<file path="src/rtl/core_defs_pkg.sv">
// Shared RV32I pipeline definitions: write-data source codes, load funct3 codes
// and the MEM/WB pipeline register layout.
package core_defs_pkg;

  localparam int PKG_XLEN       = 32;
  localparam int PKG_REG_ADDR_W = 5;

  typedef enum logic [1:0] {
    RD_SRC_ALU  = 2'd0,
    RD_SRC_LOAD = 2'd1,
    RD_SRC_PC4  = 2'd2,
    RD_SRC_CSR  = 2'd3
  } rd_src_t;

  localparam logic [2:0] LOAD_LB  = 3'b000;
  localparam logic [2:0] LOAD_LH  = 3'b001;
  localparam logic [2:0] LOAD_LW  = 3'b010;
  localparam logic [2:0] LOAD_LBU = 3'b100;
  localparam logic [2:0] LOAD_LHU = 3'b101;

  typedef struct packed {
    logic                      valid;
    logic [PKG_REG_ADDR_W-1:0] rd_addr;
    logic                      rd_wr_en;
    rd_src_t                   rd_src;
    logic [2:0]                funct3;
    logic [PKG_XLEN-1:0]       alu;
    logic [PKG_XLEN-1:0]       load;
    logic [PKG_XLEN-1:0]       pc4;
    logic [PKG_XLEN-1:0]       csr;
  } mem_wb_t;

endpackage

</file>
<file path="src/rtl/wb_stage_reg_if.sv">
// MEM -> WB transfer bundle: valid/ready handshake plus the instruction payload.
interface wb_stage_reg_if
  import core_defs_pkg::*;
#(
  parameter int XLEN       = 32,
  parameter int REG_ADDR_W = 5
);
  logic                  mem_valid;
  logic                  wb_ready;
  logic [REG_ADDR_W-1:0] rd_addr;
  logic                  rd_wr_en;
  rd_src_t               rd_src;
  logic [2:0]            load_funct3;
  logic [XLEN-1:0]       alu_result;
  logic [XLEN-1:0]       load_result;
  logic [XLEN-1:0]       pc_plus4;
  logic [XLEN-1:0]       csr_rdata;

  modport master (
    output mem_valid, rd_addr, rd_wr_en, rd_src, load_funct3,
           alu_result, load_result, pc_plus4, csr_rdata,
    input  wb_ready
  );

  modport slave (
    input  mem_valid, rd_addr, rd_wr_en, rd_src, load_funct3,
           alu_result, load_result, pc_plus4, csr_rdata,
    output wb_ready
  );
endinterface

</file>
<file path="src/rtl/wb_stage_reg_load_extract.sv">
// Combinational load alignment: picks byte/half/word from an aligned memory word,
// sign- or zero-extends it, and flags halfword/word accesses that are misaligned.
module load_extract
  import core_defs_pkg::*;
#(
  parameter int XLEN = 32
) (
  input  logic [2:0]      funct3_i,
  input  logic [1:0]      addr_i,
  input  logic [31:0]     word_i,
  output logic [XLEN-1:0] data_o,
  output logic            misaligned_o
);

  logic [7:0]  byte_sel;
  logic [15:0] half_sel;

  always_comb begin
    byte_sel = word_i[7:0];
    case (addr_i)
      2'd0:    byte_sel = word_i[7:0];
      2'd1:    byte_sel = word_i[15:8];
      2'd2:    byte_sel = word_i[23:16];
      default: byte_sel = word_i[31:24];
    endcase
    half_sel = addr_i[1] ? word_i[31:16] : word_i[15:0];
  end

  // Unassigned funct3 codes fall into the word path, alignment check included.
  always_comb begin
    data_o       = XLEN'($signed(word_i));
    misaligned_o = 1'b0;
    case (funct3_i)
      LOAD_LB:  data_o = XLEN'($signed(byte_sel));
      LOAD_LBU: data_o = XLEN'(byte_sel);
      LOAD_LH: begin
        data_o       = XLEN'($signed(half_sel));
        misaligned_o = addr_i[0];
      end
      LOAD_LHU: begin
        data_o       = XLEN'(half_sel);
        misaligned_o = addr_i[0];
      end
      default: begin
        data_o       = XLEN'($signed(word_i));
        misaligned_o = |addr_i;
      end
    endcase
  end

endmodule

</file>
<file path="src/rtl/wb_stage_reg.sv">
// Registered RV32I write-back stage: MEM/WB register, load extraction, write-data
// select, regfile write port, forwarding tap and retired-instruction counter.
module wb_stage_reg
  import core_defs_pkg::*;
#(
  parameter int XLEN           = 32,
  parameter int REG_ADDR_W     = 5,
  parameter int CNT_W          = 32,
  parameter bit ZERO_REG_WRITE = 1'b0
) (
  input  logic                  clk_i,
  input  logic                  rst_ni,
  wb_stage_reg_if.slave         mem_if,
  input  logic                  stall_i,
  input  logic                  flush_i,
  output logic [REG_ADDR_W-1:0] WB_rd_addr_o,
  output logic                  WB_rd_wr_en_o,
  output logic [XLEN-1:0]       WB_wr_data_o,
  output logic                  WB_fwd_valid_o,
  output logic                  WB_misaligned_o,
  output logic [CNT_W-1:0]      WB_retired_o
);

  mem_wb_t          wb_q, wb_d;
  logic [CNT_W-1:0] retired_q, retired_d;
  logic             capture;
  logic [XLEN-1:0]  load_data;
  logic             load_misaligned;
  logic             misaligned;

  assign mem_if.wb_ready = !stall_i;
  assign capture         = mem_if.mem_valid && !stall_i && !flush_i;

  // The counter ticks when a live instruction is accepted, so a stalled
  // instruction is counted exactly once however long it sits in WB.
  always_comb begin
    wb_d      = wb_q;
    retired_d = retired_q;
    if (!stall_i) begin
      if (capture) begin
        wb_d.valid    = 1'b1;
        wb_d.rd_addr  = mem_if.rd_addr;
        wb_d.rd_wr_en = mem_if.rd_wr_en;
        wb_d.rd_src   = mem_if.rd_src;
        wb_d.funct3   = mem_if.load_funct3;
        wb_d.alu      = mem_if.alu_result;
        wb_d.load     = mem_if.load_result;
        wb_d.pc4      = mem_if.pc_plus4;
        wb_d.csr      = mem_if.csr_rdata;
        retired_d     = retired_q + 1'b1;
      end else begin
        wb_d.valid = 1'b0;
      end
    end
  end

  always_ff @(posedge clk_i) begin
    if (!rst_ni) begin
      wb_q      <= '0;
      retired_q <= '0;
    end else begin
      wb_q      <= wb_d;
      retired_q <= retired_d;
    end
  end

  load_extract #(
    .XLEN (XLEN)
  ) u_load_extract (
    .funct3_i     (wb_q.funct3),
    .addr_i       (wb_q.alu[1:0]),
    .word_i       (wb_q.load),
    .data_o       (load_data),
    .misaligned_o (load_misaligned)
  );

  assign misaligned = wb_q.valid && (wb_q.rd_src == RD_SRC_LOAD) && load_misaligned;

  always_comb begin
    WB_wr_data_o = wb_q.alu;
    case (wb_q.rd_src)
      RD_SRC_ALU:  WB_wr_data_o = wb_q.alu;
      RD_SRC_LOAD: WB_wr_data_o = load_data;
      RD_SRC_PC4:  WB_wr_data_o = wb_q.pc4;
      default:     WB_wr_data_o = wb_q.csr;
    endcase
  end

  assign WB_rd_addr_o    = wb_q.rd_addr;
  assign WB_rd_wr_en_o   = wb_q.valid && wb_q.rd_wr_en && !misaligned &&
                           (ZERO_REG_WRITE || (wb_q.rd_addr != '0));
  assign WB_fwd_valid_o  = WB_rd_wr_en_o;
  assign WB_misaligned_o = misaligned;
  assign WB_retired_o    = retired_q;

endmodule

</file>
<file path="src/flat_wrapper.sv">
// flat-port wrapper written by rule: the top's interface ports become plain ports
module wb_stage_reg_flat import core_defs_pkg::*;
#(
  parameter int XLEN           = 32,
  parameter int REG_ADDR_W     = 5,
  parameter int CNT_W          = 32,
  parameter bit ZERO_REG_WRITE = 1'b0
)
  (clk_i, rst_ni, stall_i, flush_i, WB_rd_addr_o, WB_rd_wr_en_o, WB_wr_data_o, WB_fwd_valid_o, WB_misaligned_o, WB_retired_o, mem_if_mem_valid, mem_if_rd_addr, mem_if_rd_wr_en, mem_if_rd_src, mem_if_load_funct3, mem_if_alu_result, mem_if_load_result, mem_if_pc_plus4, mem_if_csr_rdata, mem_if_wb_ready);
  wb_stage_reg_if #(.XLEN(XLEN), .REG_ADDR_W(REG_ADDR_W)) mem_if_i ();
  input  logic clk_i;
  input  logic rst_ni;
  input  logic stall_i;
  input  logic flush_i;
  output logic [REG_ADDR_W-1:0] WB_rd_addr_o;
  output logic WB_rd_wr_en_o;
  output logic [XLEN-1:0] WB_wr_data_o;
  output logic WB_fwd_valid_o;
  output logic WB_misaligned_o;
  output logic [CNT_W-1:0] WB_retired_o;
  input wire logic [$bits(mem_if_i.mem_valid)-1:0] mem_if_mem_valid;
  input wire logic [$bits(mem_if_i.rd_addr)-1:0] mem_if_rd_addr;
  input wire logic [$bits(mem_if_i.rd_wr_en)-1:0] mem_if_rd_wr_en;
  input wire logic [$bits(mem_if_i.rd_src)-1:0] mem_if_rd_src;
  input wire logic [$bits(mem_if_i.load_funct3)-1:0] mem_if_load_funct3;
  input wire logic [$bits(mem_if_i.alu_result)-1:0] mem_if_alu_result;
  input wire logic [$bits(mem_if_i.load_result)-1:0] mem_if_load_result;
  input wire logic [$bits(mem_if_i.pc_plus4)-1:0] mem_if_pc_plus4;
  input wire logic [$bits(mem_if_i.csr_rdata)-1:0] mem_if_csr_rdata;
  output wire logic [$bits(mem_if_i.wb_ready)-1:0] mem_if_wb_ready;
  assign mem_if_i.mem_valid = mem_if_mem_valid;
  assign mem_if_i.rd_addr = mem_if_rd_addr;
  assign mem_if_i.rd_wr_en = mem_if_rd_wr_en;
  assign mem_if_i.rd_src = mem_if_rd_src;
  assign mem_if_i.load_funct3 = mem_if_load_funct3;
  assign mem_if_i.alu_result = mem_if_alu_result;
  assign mem_if_i.load_result = mem_if_load_result;
  assign mem_if_i.pc_plus4 = mem_if_pc_plus4;
  assign mem_if_i.csr_rdata = mem_if_csr_rdata;
  assign mem_if_wb_ready = mem_if_i.wb_ready;
  wb_stage_reg #(.XLEN(XLEN), .REG_ADDR_W(REG_ADDR_W), .CNT_W(CNT_W), .ZERO_REG_WRITE(ZERO_REG_WRITE)) u_core (.clk_i(clk_i), .rst_ni(rst_ni), .mem_if(mem_if_i), .stall_i(stall_i), .flush_i(flush_i), .WB_rd_addr_o(WB_rd_addr_o), .WB_rd_wr_en_o(WB_rd_wr_en_o), .WB_wr_data_o(WB_wr_data_o), .WB_fwd_valid_o(WB_fwd_valid_o), .WB_misaligned_o(WB_misaligned_o), .WB_retired_o(WB_retired_o));
endmodule
</file>
<file path="config.mk">
export PLATFORM = sky130hd
export DESIGN_NAME = wb_stage_reg_flat
export DESIGN_NICKNAME = d
export VERILOG_FILES = /design/src/rtl/core_defs_pkg.sv /design/src/rtl/wb_stage_reg_if.sv /design/src/rtl/wb_stage_reg_load_extract.sv /design/src/rtl/wb_stage_reg.sv /design/src/flat_wrapper.sv
export SDC_FILE = /design/constraint.sdc
export NUM_CORES = 1
export LEC_CHECK = 0
export CAP_MARGIN = 20
export CORE_ASPECT_RATIO = 0.9
export CORE_MARGIN = 1
export CORE_UTILIZATION = 30
export CTS_CLUSTER_SIZE = 25
export DETAILED_ROUTE_END_ITERATION = 6
export GPL_ROUTABILITY_DRIVEN = 0
export PLACE_DENSITY = 0.64
export SYNTH_ARGS = -nofsm -noshare
export SYNTH_HDL_FRONTEND = slang
export SYNTH_SLANG_ARGS = --single-unit
</file>
<file path="constraint.sdc">
create_clock -name clk_i -period 2 [get_ports clk_i]
set_input_delay 0.4 -clock clk_i [delete_from_list [all_inputs] [get_ports clk_i]]
set_output_delay 0.4 -clock clk_i [all_outputs]
set_load 0.05 [all_outputs]
</file>
After elaboration in Yosys (flattened, before gate mapping). Index checks and enable logic that the tools add are counted. W data, S select, Z words.

Flip-flop bits (word level): 172. Output and inout port bits: 73. Logic and storage cells: 43.

Add/sub/neg operators: 1. Equality and inequality tests: 7. Multiplexer cells: 6. Bitwise logic cells: 1. Reductions and logical operators: 18.

Operators with widths (number): $pmux W32 S4 (1); $pmux W32 S3 (1); $add A32 B1 Y32 const B (1); $pmux W8 S3 (1); $mux W16 (1); $logic_and A1 B1 Y1 (7); $eq A3 B3 Y1 const B (2); $reduce_or A2 Y1 (3); $reduce_bool A5 Y1 (1); $eq A2 B1 Y1 const B (2); $eq A2 B2 Y1 const B (2); $logic_not A2 Y1 (2); $eq A3 B1 Y1 const B (1); $logic_not A1 Y1 (3); $logic_not A3 Y1 (1); $pmux W1 S2 (1); $reduce_and A2 Y1 (1); $mux W1 (1); $not A1 Y1 (1).

Longest topological paths before layout. Gate-level depths: netlist (run 1).

Word-level depth: 7. Depth in mapped cells: 7. Gate-level depth less buffers: 5.

Cells and area by module. Synthesis (run 1) repeated with hierarchy kept, for this count alone.

Cell total of the unflattened synthesis: 940. Area total of the unflattened synthesis: 7848.8 µm².

By module, submodules not included: wb_stage_reg (times used 1, cells an instance 833, area an instance 7049.3 µm², sequential area each 3443.3 µm²); load_extract (times used 1, cells an instance 107, area an instance 799.5 µm², sequential area each 0.0 µm²).

Worst setup path after synthesis (run 1). Ideal clock, no wire load.

Path kind: reg-to-output. From: register u_core.wb_q[129] (netlist bit). To: output WB_rd_wr_en_o. Arrival: 2.499 ns. Slack: -0.899 ns. Cell stages (with the launch flop): 7. Path buffers: 3. Path through: dfxtp_1 -> clkbuf_1 -> clkbuf_1 -> o21ai_0 -> a21oi_1 -> nor2_1 -> buf_4.

Cells in the longest elaborated chain, start to end: 7.

RTL lines: start: declaration (RTL line wb_stage_reg.sv:24) `mem_wb_t wb_q, wb_d;`; start signal: assignment (RTL line wb_stage_reg.sv:62) `wb_q <= wb_d;`; $eq A3 B3 Y1 (tied with other cells) (RTL line wb_stage_reg_load_extract.sv:33) `case (funct3_i)`; $reduce_or A2 Y1 (no source line); $pmux W1 S2 (*) (RTL line wb_stage_reg_load_extract.sv:33); $logic_and A1 B1 Y1 (*) (RTL line wb_stage_reg.sv:77) `assign misaligned = wb_q.valid && (wb_q.rd_src == RD_SRC_LOAD) && load_misaligned;`; net WB_misaligned_o (RTL line flat_wrapper.sv:19) `output logic WB_misaligned_o;`; $logic_not A1 Y1 (*) (RTL line wb_stage_reg.sv:90) `assign WB_rd_wr_en_o = wb_q.valid && wb_q.rd_wr_en && !misaligned &&`; $logic_and A1 B1 Y1 (*) (2 in a row) (RTL line wb_stage_reg.sv:90); end: declaration (RTL line flat_wrapper.sv:16) `output logic WB_rd_wr_en_o;`.

Mark *: on every way through the listed nets, which the timed path passes. The rest lies on a longest branch.

Final worst setup path (run 1).
From: register u_core.wb_q[96] (netlist bit). To: output WB_wr_data_o[12].

Cells in the longest elaborated chain, start to end: 4.

RTL lines: $eq A2 B2 Y1 (tied with other cells) (RTL line wb_stage_reg_load_extract.sv:20) `case (addr_i)`; $pmux W8 S3 (*) (RTL line wb_stage_reg_load_extract.sv:20); $pmux W32 S4 (*) (RTL line wb_stage_reg_load_extract.sv:33); $pmux W32 S3 (*) (RTL line wb_stage_reg.sv:81) `case (wb_q.rd_src)`; end: declaration (RTL line flat_wrapper.sv:17) `output logic [XLEN-1:0] WB_wr_data_o;`.

Mark *: on every way between the ends. The rest lies on a longest branch, timed or not.

==> impl_results.md, run 1 <==
- Outcome: finished with violations
- Violated checks: negative setup slack
- WHS: 0.452 ns
- R2R Setup Slk: 0.16 ns
- Max-slew violations: 0
- Critical R2R Capture: u_core.WB_retired_o[25]
- Starting Density: 0.309
- CTS Hold Bufs: 0
- Final setup violation count: 35
- Hold Crit Depth: 2
- Max Root-Sink Buffers: 2
- Hold Path Sink: u_core.wb_q[58]
- Compound-cell area share of the yosys netlist: 0.207
- Top Ports: 217
- Die Y: 155 um
- Area leader, netlist: dfxtp_1
- Overflow after GRT: 0
- Worst-Skew Late Latency: 0.43 ns
- Setup TNS Final: -16.23 ns
- Core area: 0.0254 mm2
- Initial DRC count: 569
- Fill cells: 2367
- Clock transition at path regs: 0.07 ns
- Critical-path top delay cell: mux4_2
- Ys flop type: dfxtp_1
- Mapped Cells: 1051
- Synth Area in Adders: 0.00159
- Worst EP required: 1.60 ns
- CP Class: reg2out
- DRC: 0
- Setup slack after layout: -0.654 ns
- Die Span X: 172 um
- Number of synthesized flops with an enable pin: 0
- Maximum VDD drop: 567 uV
- Ys async rst share: 0
- Beginning of the worst register-to-register path: u_core.WB_retired_o[12]
- Total die area: 0.0268 mm2
- Gr usage total: 0.201
- Share of cells above drive strength 1: 0.234
- Synth Area in Simple Gates: 0.237
- Top cell type's share of synthesized area: 0.439
- Critical-path cell list: mux4_2 > a21o_1 > o221a_1 > a221o_2 > buf_12
- Port Buffers: 216
- PwrDens: 651 mW/mm2
- Worst Tran Pin Value: 0.507 ns
- Number of synthesized register bits: 172
- Mapped cell area: 0.00785 mm2
- Post-synthesis xor/xnor area fraction: 0.0112
- Synth area leaders: dfxtp_1 44%, nand2_1 16%, a21oi_1 12%, o21ai_0 3.6%, clkbuf_1 3.4%
- Largest family of logic cells by synthesized area: simple AND/OR/NAND/NOR gates
- TritonCTS clock tree: done
- Max_slew headroom: 0.663
- Antenna-violating nets left: 0
- Average size of a mapped cell: 7.46 um2
- RSZ-0062 raised after global routing: true
- Max cap viols: 0
- DP HPWL: 19.6 mm
- Yosys cell types: 45
- First-pass iteration count of the detailed router: 5
- Vias per cell: 4.98
- Crit path launch: u_core.wb_q[96]
- Worst reg2reg path depth: 4
- Worst-path maximum fanout: 3
- Fmax: 377 MHz
- First-pass GRT wire length: 41.5 mm
- Fin Clk Skew: 0.0116 ns
- Final Critical Period: 2.65 ns
- CTS Sinks: 172
- Area grow syn2layout: 62.2%
- Post-DR wirelength/cell: 16.5 um
- Delay of the slowest cell on the worst path: 0.50 ns
- Tot Pwr: 8.28 mW
- Tcrit/Tclk final: 1.33
- Nets@finish: 1445
- CTS buffer count: 17
- Syn_nets: 1196
- Largest net degree at the start of global routing: 80
- Antenna violations before repair: 1
- Routed Wire Length: 27.3 mm
- Total number of vias: 8234
- Register area share after synthesis: 0.439
- Root Buffer: clkbuf_16
- Worst EP arrival: 2.25 ns
- Ant diodes: 0
- Syn. warnings: 0
- Cell Area, Placed: 0.0116 mm2
- Final Hold Viols: 0
- Worst setup EP type: primary output
- CP Launch Type: flip-flop
- Total number of H-tree levels: 4
- Tightest Hold Check Type: reg2reg
- Pleak: 4.53 nW
- Via count of the first global-routing pass: 7699
- Final Instance Area: 0.0127 mm2
- Hold_sp: u_core.wb_q[58]
- Site Rows: 55
- Mux cell area share after synthesis: 0.0499
cell usage after synthesis, types with 6 or more instances:
cell type,count
o21ai_0,56
o221ai_1,6
nand2_1,333
xor2_1,7
nand4_1,9
a22oi_1,13
or4_1,10
dfxtp_1,172
nor2_1,32
o31ai_1,9
buf_4,7
a21oi_1,185
nand3_1,11
and4_1,6
nand2b_1,8
buf_2,7
mux2_2,21
mux2i_1,11
a31oi_1,18
or3_1,7
inv_1,13
clkbuf_1,71
layout make-up:
cell class,count,area [um2],area share
multi-input combinational,778,4710,0.371
sequential,172,3460,0.272
timing repair buffer,318,3460,0.272
inverter,13,53.8,0.00423
clock inverter,15,179,0.0141
clock buffer,17,425,0.0334
tap,342,428,0.0336
cell usage in the layout, fill, tap and decap left out, drive strengths merged, types with 20 or more instances in the layout:
| cell | netlist | final |
|---|---|---|
| a21oi | 185 | 185 |
| buf | 17 | 146 |
| clkdlybuf4s50 | 0 | 143 |
| dfxtp | 172 | 172 |
| dlygate4sd2 | 0 | 27 |
| inv | 13 | 20 |
| mux2 | 21 | 21 |
| nand2 | 333 | 333 |
| nor2 | 32 | 32 |
| o21ai | 56 | 56 |
per-layer routing:
layer  share of wire  GRT usage
met5         0.00033          0
met4           0.015     0.0590
met1            0.46      0.279
met2            0.45      0.311
met3           0.075     0.0399
power breakdown:
group	switching [mW]	total [mW]	internal, mW
combinational	0.605	1.24	0.639
sequential	0.0653	3.58	3.52
clock	1.56	3.45	1.89
total	2.23	8.28	6.05
cell families (layout without fill, tap and decap cells):
| group | after synthesis | after routing |
|---|---|---|
| AND/OR/NAND/NOR | 436 | 436 |
| XOR/XNOR | 10 | 10 |
| buffers and inverters | 101 | 363 |
| AO/OA/AOI/OAI | 297 | 297 |
| multiplexers | 34 | 34 |
| flip-flops | 172 | 172 |
| adder cells (fa/ha/maj) | 1 | 1 |
flip-flops by register name (all words and copies together), names as in the netlist:
signal	cells
u_core.WB_retired_o	32
u_core.wb_q	135
u_core.WB_rd_addr_o	5
worst max-delay path, delay by kind of cell, from the launching register on:
family / cells / cell delay [ns]
flops: 1 / 0.34
mux: 1 / 0.50
compound gates: 3 / 0.82
buf+inv: 1 / 0.16
per-stage QoR:
stage	utilization	setup slack [ns]	cells
6_report	0.501	-0.654	1655
5_1_grt	0.501	-0.715	1655
4_1_cts	0.492	-0.670	1642
3_3_place_gp	0.456	-0.203	1608
3_5_place_dp	0.456	-0.281	1608
2_1_floorplan	-	-0.141	1051
worst max-delay path by stage:
stage / endpoint / slack [ns] / depth (start not counted)
CTS: WB_wr_data_o[12] / -0.67 / 5
global placement: u_core.WB_retired_o[20] / -0.20 / 6
detailed placement: WB_wr_data_o[16] / -0.28 / 5
floorplan: WB_wr_data_o[12] / -0.14 / 5
global route: WB_wr_data_o[12] / -0.71 / 5
finish: WB_wr_data_o[12] / -0.65 / 5
repair_timing:
action,4_1_cts,5_1_grt
pin swaps,22,20
buffers inserted,3,13
cloned,1,1
endpoints found under the setup margin,62,35
resized for setup,101,22
Note: power is estimated with default switching activity, not from simulation.
==> run 2, diff against run 1 <==
--- a/config.mk
+++ b/config.mk
@@ -12,7 +12,7 @@
 export CTS_CLUSTER_SIZE = 25
 export DETAILED_ROUTE_END_ITERATION = 6
 export GPL_ROUTABILITY_DRIVEN = 0
-export PLACE_DENSITY = 0.64
+export PLACE_DENSITY = 0.62
 export SYNTH_ARGS = -nofsm -noshare
 export SYNTH_HDL_FRONTEND = slang
 export SYNTH_SLANG_ARGS = --single-unit
==> constraint.sdc (replaced) <==
create_clock -name clk_i -period 2.6 [get_ports clk_i]
set_input_delay 0.52 -clock clk_i [delete_from_list [all_inputs] [get_ports clk_i]]
set_output_delay 0.52 -clock clk_i [all_outputs]
set_load 0.05 [all_outputs]
==> run 2 against run 1 <==
The run still ends with negative setup slack left. Count of clock-buffer cells in the layout stayed put. Worst setup slack better by 0.52 ns. Die area stayed put. Via count is 2.2% lower. Cell area is 8.1% lower. Worst hold slack better by 0.0014 ns. Global-route usage is 0.20 points higher. Critical path type unchanged. Critical endpoint unchanged. Highest routed layer unchanged.
==> impl_results.md, run 2 (same netlist as run 1, synthesis figures left out) <==
- Crit path launch: u_core.wb_q[96] (unchanged)
- RSZ-0062 raised after global routing: true (unchanged)
- Most frequent cells in the layout: 333 x nand2_1, 180 x clkdlybuf4s50_1, 173 x a21oi_1, 168 x dfxtp_1, 41 x buf_12 (was 332 x nand2_1, 167 x a21oi_1, 161 x dfxtp_1, 143 x clkdlybuf4s50_1, 80 x buf_4)
- Final Critical Period: 2.73 ns
- Grt met2 use: 0.300 (was 0.311)
- TritonCTS clock tree: done (unchanged)
- Fill cells: 2490 (was 2367)
- Delay of the slowest cell on the worst path: 0.50 ns (about the same)
- DP HPWL: 19.6 mm (about the same)
- CP Launch Type: flip-flop (unchanged)
- Critical-path top delay cell: mux4_2 (unchanged)
- Fin Clk Skew: 0.0143 ns (was 0.0116 ns)
- Worst Tran Pin Value: 0.507 ns (about the same)
- Clock transition at path regs: 0.07 ns (about the same)
- R2R Setup Slk: 0.65 ns (was 0.16 ns)
- Die Y: 155 um (unchanged)
- First-pass GRT wire length: 41.6 mm (was 41.5 mm)
- Worst setup EP type: primary output (unchanged)
- Max cap viols: 0 (unchanged)
- Setup crit end: WB_wr_data_o[12] (unchanged)
- Die Span X: 172 um (unchanged)
- Finished Layout Cells: 1593 (was 1655)
- Max_slew headroom: 0.661 (was 0.663)
- GRT busiest layer: met2 (unchanged)
- Inst Count DP: 1554 (was 1608)
- Share of cells above drive strength 1: 0.154 (was 0.234)
- Worst-Skew Late Latency: 0.44 ns (was 0.43 ns)
- Root Buffer: clkbuf_16 (unchanged)
- Fmax: 366 MHz
- Via count of the first global-routing pass: 7464 (was 7699)
- Setup TNS Final: -0.301 ns (was -16.23 ns)
- CTS buffer count: 17 (unchanged)
- Tightest Hold Check Type: reg2reg (unchanged)
- Site Rows: 55 (unchanged)
- Vias per cell: 5.06 (was 4.98)
- Post-DR wirelength/cell: 17.3 um (was 16.5 um)
- Routed Wire Length: 27.5 mm (was 27.3 mm)
- Util after Layout: 0.461 (was 0.501)
- Initial DRC count: 747 (was 569)
- Setup slack after layout: -0.132 ns (was -0.654 ns)
- Total number of H-tree levels: 4 (unchanged)
- Port Buffers: 216 (unchanged)
- Grt met3 use: 0.0481 (was 0.0399)
- Cell Area, Placed: 0.0108 mm2 (was 0.0116 mm2)
- First-pass iteration count of the detailed router: 5 (unchanged)
- Largest net degree at the start of global routing: 57 (was 80)
- Starting Density: 0.309 (unchanged)
- Antenna-violating nets left: 0 (unchanged)
- CTS Sinks: 172 (unchanged)
- Top Ports: 217 (unchanged)
- Final Instance Area: 0.0117 mm2 (was 0.0127 mm2)
- Worst reg2reg path depth: 4 (unchanged)
- Area grow syn2layout: 49.1% (was 62.2%)
- Met1 Use GR: 0.287 (was 0.279)
- Sequential cell area: 0.00345 mm2 (was 0.00346 mm2)
- Final Hold Viols: 0 (unchanged)
- Pleak: 3.95 nW (was 4.53 nW)
- PwrDens: 522 mW/mm2 (was 651 mW/mm2)
- Commonest non-fill, non-tap cell in the layout: nand2_1 (unchanged)
- WHS: 0.454 ns (was 0.452 ns)
- Overflow after GRT: 0 (unchanged)
- Outcome: finished with violations (unchanged)
- Max FFs per register: 135 (unchanged)
- Beginning of the worst register-to-register path: u_core.WB_retired_o[5] (was u_core.WB_retired_o[12])
- Nets@finish: 1380 (was 1445)
- Worst-path maximum fanout: 3 (unchanged)
- CP Class: reg2out (unchanged)
- Core area: 0.0254 mm2 (unchanged)
- Critical R2R Capture: u_core.WB_retired_o[25] (unchanged)
- Footprint of the multi-input gates: 0.00431 mm2 (was 0.00471 mm2)
- Final setup violation count: 3 (was 35)
- Worst EP required: 2.08 ns (was 1.60 ns)
- Antenna violations before repair: 4 (was 1)
- Max-slew violations: 0 (unchanged)
- Violated checks: negative setup slack (unchanged)
- Gr usage total: 0.203 (was 0.201)
- Maximum VDD drop: 319 uV (was 567 uV)
- Worst EP arrival: 2.21 ns (was 2.25 ns)
- Max Root-Sink Buffers: 2 (unchanged)
- DRC: 0 (unchanged)
- Biggest register: u_core.wb_q (unchanged)
- Total number of vias: 8054 (was 8234)
- Tcrit/Tclk final: 1.05
- Total die area: 0.0268 mm2 (unchanged)
- Critical-path cell list: mux4_2 > a21o_4 > o221a_1 > a221o_1 > buf_12 (was mux4_2 > a21o_1 > o221a_1 > a221o_2 > buf_12)
-- run 2: layer usage --
| layer | part of all wire | routed length [um] |
|---|---|---|
| met1 | 0.46 | 12700 |
| met2 | 0.45 | 12200 |
| met3 | 0.073 | 2000 |
| met4 | 0.021 | 573 |
| met5 | 0.00029 | 8 |
-- run 2: per-stage QoR --
step,setup WS [ns],power [mW]
floorplan,-0.0411,3.16
global placement,0.202,3.63
detailed placement,0.147,3.63
CTS,-0.142,6.14
global route,-0.173,6.35
finish,-0.132,6.11
-- run 2: worst min-delay path by stage --
stage                      endpoint  slack [ns]  depth (start not counted)             from
floorplan           u_core.wb_q[48]        0.43                          2  u_core.wb_q[48]
global placement    u_core.wb_q[46]        0.44                          2  u_core.wb_q[46]
detailed placement  u_core.wb_q[12]        0.44                          2  u_core.wb_q[12]
CTS                 u_core.wb_q[58]        0.45                          2  u_core.wb_q[58]
global route        u_core.wb_q[53]        0.47                          2  u_core.wb_q[53]
finish              u_core.wb_q[53]        0.45                          2  u_core.wb_q[53]
-- run 2: area by class of cell --
cell class | instances | area share
Tap cell | 342 | 0.0366
Clock inverter | 15 | 0.0125
Sequential cell | 172 | 0.295
Antenna cell | 3 | 0.000642
Clock buffer | 17 | 0.0364
Timing Repair Buffer | 252 | 0.246
Inverter | 13 | 0.00439
Multi-Input combinational cell | 779 | 0.368
-- run 2: power by group --
| group | internal, mW | switching [mW] |
|---|---|---|
| clock network | 1.27 | 1.22 |
| logic | 0.429 | 0.431 |
| registers | 2.70 | 0.0507 |
-- run 2: worst max-delay path: cells and delay by family (launching register included) --
family | cells | cell delay [ns]
buf+inv | 1 | 0.16
flops | 1 | 0.34
mux | 1 | 0.50
compound gates | 3 | 0.78
-- run 2: timing repair --
action,CTS,global route
gates resized for setup,32,51
buffers inserted,3,0
hold buffers,0,0
pin swaps,6,6
gates cloned,0,1
endpoints found under the hold margin,0,0
endpoints found under the setup margin,32,34
==> RTL change (settings of run 1) <==
`ZERO_REG_WRITE` is set to 1'b0 in 2 places; all go to 1'b1.
--- a/src/rtl/wb_stage_reg.sv
+++ b/src/rtl/wb_stage_reg.sv
@@ -8,3 +8,3 @@
   parameter int CNT_W          = 32,
-  parameter bit ZERO_REG_WRITE = 1'b0
+  parameter bit ZERO_REG_WRITE = 1'b1
 ) (
--- a/src/flat_wrapper.sv
+++ b/src/flat_wrapper.sv
@@ -6,3 +6,3 @@
   parameter int CNT_W          = 32,
-  parameter bit ZERO_REG_WRITE = 1'b0
+  parameter bit ZERO_REG_WRITE = 1'b1
 )
Behaviour: not the same (Yosys sat finds a counterexample within 4 cycles, from zero or initial values and one cycle with rst_ni low).
==> RTL change against run 1 <==
The flow still finishes with violations (setup timing). Cell area is 0.18% higher. Count of clock-buffer cells in the layout unchanged. Sequential power hardly changed. Total power about the same. Utilization down 1.2 points. Worst setup slack better by 0.013 ns. Sequential cell count unchanged. Area after synthesis grew 1.6%. Synthesized cell count is 3.5% lower. Routed wire length increased by 1.3%.
==> RTL change: results (changes against run 1) <==
* Outcome: complete, but fails checks (unchanged)
* Violated checks: setup timing (unchanged)
* Synth Warn # at 0 (unchanged)
* Initial drt markers at 473 (was 569)
* Worst slack, placed at -0.684 ns (was -0.281 ns)
* VDD IR-drop max at 0.544 mV (was 0.567 mV)
* Worst r2r dst: u_core.WB_retired_o[31] (was u_core.WB_retired_o[25])
* CP endpoint: WB_wr_data_o[11] (was WB_wr_data_o[12])
* Worst skew pair latency at 0.43 ns (about the same)
* Layout Skew at 0.00810 ns (was 0.0116 ns)
* Global-route usage over all layers at 19.8% (was 20.1%)
* Comb pwr share at 14.8% (was 15.0%)
* Initial antenna violation count at 2 (was 1)
* Number of global-route vias before repair at 7657 (was 7699)
* Internal power at 0.00598 W (was 0.00605 W)
* Synth unique cells at 41 (was 45)
* Setup TNS at -16.64 ns (was -16.23 ns)
* DR vias at 7902 (was 8234)
* Final worst slack at -0.642 ns (was -0.654 ns)
* First-pass GRT wire length at 42200 um (was 41500 um)
* Largest net degree at the start of global routing at 86 (was 80)
* Final setup violation count at 35 (unchanged)
* HP Class: in2reg (was reg2reg)
* Worst slew pin tran at 0.566 ns (was 0.507 ns)
* Mapped Nets at 1159 (was 1196)
* Filler instances at 2456 (was 2367)
* Synth top area cells: dfxtp_1 (43%), nand2_1 (16%), a21boi_0 (13%) (was dfxtp_1 (44%), nand2_1 (16%), a21oi_1 (12%))
* CTS Buf Count at 17 (unchanged)
* Clock slew at reported path FFs at 0.08 ns
* Reg-to-reg startpoint: u_core.WB_retired_o[0] (was u_core.WB_retired_o[12])
* Crit Path Max Fanout at 8 (was 3)
* Sequential fraction of the synthesis area at 43.2% (was 43.9%)
* Crit-path max cell delay at 0.55 ns (was 0.50 ns)
* WL/cell at 17.0 um (was 16.5 um)
* IO Port Bufs at 216 (unchanged)
* Max FFs per register at 135 (unchanged)
* Worst setup path start: u_core.wb_q[96] (unchanged)
* Avg Inst Size Synth at 7.86 um2 (was 7.46 um2)
* CP Data Arrival Time at 2.24 ns
* Via-to-Cell Ratio at 4.84 (was 4.98)
* Area after DPL at 11500 um2 (was 11600 um2)
* Dpl hpwl at 19900 um (was 19600 um)
* R2R Setup Slk at 0.16 ns (about the same)
* Placed Cells at 1585 (was 1608)
* Final Net Count at 1417 (was 1445)
* Ratio of cells with drive above 1 in the final layout at 23.0% (was 23.4%)
* Leakage at 4.83 nW (was 4.53 nW)
* R2R cell count at 5 (was 4)
* Post-synth top cells: nand2_1 (335), dfxtp_1 (172), a21boi_0 (143) (was nand2_1 (333), a21oi_1 (185), dfxtp_1 (172))
==> RTL change: cell count changes after synthesis, moves of 9 or more <==
cell	change
a21oi_1	-174
a31oi_1	-18
xnor2_1	+20
mux2_2	-9
or4_1	-9
and2_1	+28
a21boi_0	+143
==> RTL change: layout make-up <==
cell class	count	area, um2	share of cell area [%]
flip-flops and latches	172	3480	27.3
clock buffers	17	425	3.34
repair buffers	317	3420	26.8
well taps	348	435	3.42
inverters	11	46.3	0.363
diodes	1	2.50	0.0196
multi-input cells	753	4740	37.2
clock inverters	15	195	1.53
==> RTL change: cell families (layout without fill, tap and decap cells) <==
logic type,Yosys count,after routing,share of synthesized area (%)
adders and majority gates,1,1,0.157
buffers and inverters,89,360,4.57
other,0,1,0
AOI/OAI and AO/OA,254,254,22.0
muxes,20,20,2.86
DFF,172,172,43.2
xor gates and xnor gates,29,29,3.19
and+or+nand+nor,449,449,24.0
==> RTL change: repair_timing <==
item	CTS	global route
setup endpoints to repair	109	40
buffers inserted	8	5
cloned	1	2
resized for setup	73	53
pin swaps	10	28
==> RTL change: routing by layer <==
layer  GRT usage, %  part of all wire [%]
met1           27.0                    46
met2           31.3                    46
met3           3.72                   5.1
met4           6.93                   2.9
met5              0                     0
==> RTL change: how the worst min path moves through the flow <==
| stage | startpoint | to | slack (ns) | cells after the start |
|---|---|---|---|---|
| after floorplan | u_core.wb_q[48] | u_core.wb_q[48] | 0.44 | 2 |
| after global placement | u_core.wb_q[20] | u_core.wb_q[20] | 0.45 | 2 |
| after global routing | rst_ni | u_core.WB_retired_o[6] | 0.41 | 2 |
| after detailed placement | u_core.wb_q[16] | u_core.wb_q[16] | 0.45 | 2 |
| after CTS | rst_ni | u_core.WB_retired_o[6] | 0.41 | 2 |
| final | rst_ni | u_core.WB_retired_o[6] | 0.41 | 2 |
